$ cat src/rtl/uart_tx_buffered.sv
// UART transmitter with built-in 16x baud tick generator and a one-word holding register.
// Frames are start / DBIT data (LSB first) / optional parity / stop, sent back-to-back when queued.
module uart_tx_buffered #(
  parameter int DBIT    = 8,
  parameter int SB_TICK = 16,
  parameter int PAR_EN  = 0,
  parameter int PAR_ODD = 0,
  parameter int DVSR_W  = 11
) (
  input  logic              clk,
  input  logic              reset,
  input  logic [DVSR_W-1:0] dvsr,
  input  logic              wr,
  input  logic [DBIT-1:0]   din,
  output logic              full,
  output logic              tx,
  output logic              tx_busy
);

  typedef enum logic [2:0] {IDLE, START, DATA, PARITY, STOP} state_t;

  localparam logic PAR_ODD_BIT = (PAR_ODD != 0);

  state_t            state, state_next;
  logic [DVSR_W-1:0] cnt, cnt_next;
  logic              tick;
  logic [5:0]        s, s_next;
  logic [3:0]        n, n_next;
  logic [DBIT-1:0]   hold, shift, shift_next;
  logic              par_bit;
  logic              load;
  logic              tx_next;

  // Tick generator: >= rather than == so a divisor lowered mid-frame cannot stall the counter.
  always_comb begin
    tick     = (state != IDLE) && (cnt >= dvsr);
    cnt_next = cnt + 1'b1;
    if (state == IDLE || tick)
      cnt_next = '0;
  end

  always_comb begin
    state_next = state;
    s_next     = s;
    n_next     = n;
    shift_next = shift;
    load       = 1'b0;
    case (state)
      IDLE: begin
        if (full) begin
          load       = 1'b1;
          state_next = START;
          s_next     = '0;
        end
      end
      START: begin
        if (tick) begin
          if (s == 6'd15) begin
            state_next = DATA;
            s_next     = '0;
            n_next     = '0;
          end else begin
            s_next = s + 6'd1;
          end
        end
      end
      DATA: begin
        if (tick) begin
          if (s == 6'd15) begin
            s_next     = '0;
            shift_next = shift >> 1;
            if (n == 4'(DBIT - 1))
              state_next = (PAR_EN != 0) ? PARITY : STOP;
            else
              n_next = n + 4'd1;
          end else begin
            s_next = s + 6'd1;
          end
        end
      end
      PARITY: begin
        if (tick) begin
          if (s == 6'd15) begin
            state_next = STOP;
            s_next     = '0;
          end else begin
            s_next = s + 6'd1;
          end
        end
      end
      STOP: begin
        if (tick) begin
          if (s == 6'(SB_TICK - 1)) begin
            s_next = '0;
            // A queued word starts on the very edge that ends the stop bit.
            if (full) begin
              load       = 1'b1;
              state_next = START;
            end else begin
              state_next = IDLE;
            end
          end else begin
            s_next = s + 6'd1;
          end
        end
      end
      default: state_next = IDLE;
    endcase
    if (load)
      shift_next = hold;
  end

  // tx is registered from the next state so the line changes on the same edge as the FSM.
  always_comb begin
    case (state_next)
      START:   tx_next = 1'b0;
      DATA:    tx_next = shift_next[0];
      PARITY:  tx_next = par_bit;
      default: tx_next = 1'b1;
    endcase
  end

  always_ff @(posedge clk or posedge reset) begin
    if (reset) begin
      state   <= IDLE;
      cnt     <= '0;
      s       <= '0;
      n       <= '0;
      full    <= 1'b0;
      tx      <= 1'b1;
      tx_busy <= 1'b0;
    end else begin
      state   <= state_next;
      cnt     <= cnt_next;
      s       <= s_next;
      n       <= n_next;
      tx      <= tx_next;
      tx_busy <= (state_next != IDLE);
      if (load)
        full <= 1'b0;
      else if (wr && !full)
        full <= 1'b1;
    end
  end

  // Parity is computed from the holding word as it is loaded, before the shifter consumes it.
  always_ff @(posedge clk) begin
    shift <= shift_next;
    if (wr && !full)
      hold <= din;
    if (load)
      par_bit <= (^hold) ^ PAR_ODD_BIT;
  end

endmodule
$ cat config.mk
export PLATFORM = sky130hd
export DESIGN_NAME = uart_tx_buffered
export DESIGN_NICKNAME = d
export VERILOG_FILES = /design/src/rtl/uart_tx_buffered.sv
export SDC_FILE = /design/constraint.sdc
export NUM_CORES = 1
export LEC_CHECK = 0
export CAP_MARGIN = 20
export CORE_ASPECT_RATIO = 1.25
export CORE_MARGIN = 2
export CORE_UTILIZATION = 61
export CTS_BUF_LIST = sky130_fd_sc_hd__clkbuf_8
export DETAILED_ROUTE_END_ITERATION = 10
export GPL_TIMING_DRIVEN = 0
export PLACE_DENSITY_LB_ADDON = 0.25
export SLEW_MARGIN = 10
export SYNTH_ARGS = -nofsm -noshare
export SYNTH_HDL_FRONTEND = slang
export SYNTH_SLANG_ARGS = --single-unit
$ cat constraint.sdc
create_clock -name clk -period 5.68 [get_ports clk]
set_input_delay 0.568 -clock clk [delete_from_list [all_inputs] [get_ports clk]]
set_output_delay 0.568 -clock clk [all_outputs]
set_load 0.005 [all_outputs]
==> out/metrics.yaml <==
status: "finished, final reports clean"
crit_slowest_cell: "clkdlybuf4s50_1"
syn_avg_cell_area_um2: 10.40
first_pass_iters: 5
relSlewSlack_pct: 56.75
grt_pass1_vias: 1725
grt_most_used_layer: "met2"
worstPathRequired_ns: 5.66
clkTransAtPathRegs_ns: 0.08
cts_buffer_depth: 2
netlist_area_um2: 2402
min_delay_path_depth: 1
pwr_density_cell_nw_per_um2: 299.3
drv_cap: 0
synth_ff_type: "dfrtp_1"
dp_hpwl_um: 3343
drive_gt1_share_pct: 9.091
clock_latency_ns: 0.31
avgViaCountPerCell: 5.745
swShare_pct: 30.35
use_met3_pct: 4.174
postSynthNetCount: 267
synth-edff-count: 16
clock_skew_ns: 0.009726
cts_hold_buf: 0
cp_top_family: "buffers and inverters"
cp_max_fo: 10
fin_setup_tns_ns: 0
final.min_clock_period_ns: 3.083
hp-class: "reg2reg"
vias: 1827
synth-seq-cells: 44
wl_per_cell_um: 14.47
cts_inserted_buffers: 5
htreeDepth: 2
ant_nets: 0
track_usage_pct: 22.61
synth_cell_types: 52
yosys-top-cells-area: "dfrtp_1 27%, edfxtp_1 20%, ha_1 7.3%"
core_area_um2: 3785
yosysSeqAreaShare_pct: 49.01
cts_sinks: 44
crit_chain: "clkdlybuf4s50_1 > inv_1 > ha_1 > nand4_1 > nor2_1 > and4_1 > buf_2 > o21ai_2 > a21oi_1 > buf_2 > nand2b_1"
synth.top_cell.area_share_pct: 27.08
tightest_slew_ns: 0.6475
syn_to_final_growth_pct: 18.80
antenna_found_initial: 0
cts_root_buf: "clkbuf_8"
place_congestion: 0.8631
yosys.area.top_type: "dfrtp_1"
nFillCells: 265
tritoncts: "yes"
grtUsageMet2_pct: 40.10
yosys_warnings: 0
p_clk_share_pct: 28.8
initial_utilization_pct: 63.47
dpl.cell_count: 309
start_kind: "primary input"
pin_count: 25
use_met1_pct: 26.15
p_leak_nw: 1.198
final_nets: 299
dieHeight_um: 74.16
cpMostUsedCell: "buf_2"
grt_pass1_wl_um: 7465
synth_most_common_cell: "dfrtp_1"
setup_violations: 0
seqPwrFrac_pct: 48.9
drc_errors: 0
rows: 25
worst-endpoint-arrival_ns: 3.06
grt_overflow: 0
rr_worst_depth: 9
syn_inst: 231
synth_common_cells: "26 x dfrtp_1, 23 x nor2_1, 17 x nand2_1"
multiInputGateArea_um2: 1140
intPower_mw: 0.5949
ctsResizeCount: 0
crit_type: "in2reg"
switching_power_mw: 0.2593
antenna_cells: 0
grt_max_degree: 28
stdcell_count: 318
post-cts-setup-buffer-count: 0
drt_first_iter_violations: 82
rsz0062_at_grt: "no"
cp-end-kind: "flip-flop"
fin_crit_sh_pct: 54.28
crit_buf_inv: 4
seqCellArea_um2: 1177
critical_path_depth: 11
async_reset_ff_share_pct: 61.36
drv_slew: 0
hold_viol_final: 0
wl_um: 4600
share_comb_of_total_power_pct: 22.2
slowest_delay_ns: 0.45
fmax_ghz: 0.3244
io_buffers: 24
max-vdd-ir-drop_v: 0.0002910
die_w_um: 60.13
die_area_um2: 4459
[cell families (layout without fill, tap and decap cells)]
family | count (synthesis) | in the layout | synth area share [%]
DFF | 44 | 44 | 49.01
muxes | 1 | 1 | 0.4687
buffers and inverters | 22 | 55 | 3.542
and+or+nand+nor | 85 | 85 | 18.75
xor gates and xnor gates | 16 | 16 | 5.833
adders and majority gates | 14 | 14 | 7.292
AOI/OAI and AO/OA | 49 | 49 | 15.11
[per-layer routing]
layer  up-vias  routed length [um]
met5         -                   0
met4         0                 106
met3        11                 167
met2        50                2437
met1       873                1889
li1        893                   -
[state kept, by name, summed over array words and instances (netlist names)]
signal,flops
state,3
s,6
tx_busy,1
hold,8
full,1
par_bit,1
n,4
tx,1
shift,8
cnt,11
[layout make-up]
class	instances	share of cell area [%]
sequential	44	41.25
clock buffer	5	2.411
multi-input combinational	165	39.94
clock inverter	3	1.666
timing repair buffer	25	9.382
tap	54	2.367
buffer	5	0.7453
inverter	17	2.236
[layout by cell type (no fill, tap or decap), drive strengths merged, types with 4 or more instances in the layout]
master / n
ha: 14
xnor2: 11
clkdlybuf4s50: 24
inv: 17
clkbuf: 8
nor2: 23
nand2: 17
a21oi: 7
and3: 4
a22o: 6
o21ai: 11
o211ai: 4
and2: 4
edfxtp: 16
nand3: 13
or3: 6
nand2b: 4
dfrtp: 26
nor3: 4
xor2: 5
[stage by stage]
step                setup slack [ns]  instance area [um2]  utilization [%]  power, mW  hold slack, ns
CTS                            2.570                 2826            74.68     0.8515          0.5088
detailed placement             2.269                 2710            71.60     0.6078          0.4984
global route                   2.343                 2854            75.41     0.8993          0.5417
global placement               2.287                 2710            71.60     0.5962          0.4911
floorplan                      3.070                 2402                -     0.5518          0.4650
finish                         2.597                 2854            75.41     0.8541          0.5082
[power by group through the flow]
stage | logic, mW | clock network (mW) | registers, mW
2_1_floorplan | 0.141 | 0 | 0.411
3_3_place_gp | 0.176 | 0 | 0.420
3_5_place_dp | 0.185 | 0 | 0.423
4_1_cts | 0.187 | 0.249 | 0.416
5_1_grt | 0.216 | 0.258 | 0.425
6_report | 0.190 | 0.246 | 0.418
[worst paths after layout]
kind	slack, ns	end	from
setup / recovery	2.60	shift[3]	dvsr[10]
min in group asynchronous	0.56	cnt[2]	reset
hold reg to reg	0.51	s[0]	s[0]
hold / removal	0.51	s[0]	s[0]
max in group asynchronous	4.61	tx	reset
setup reg to reg	2.89	shift[3]	cnt[8]
Note: power is estimated with default switching activity, not from simulation.
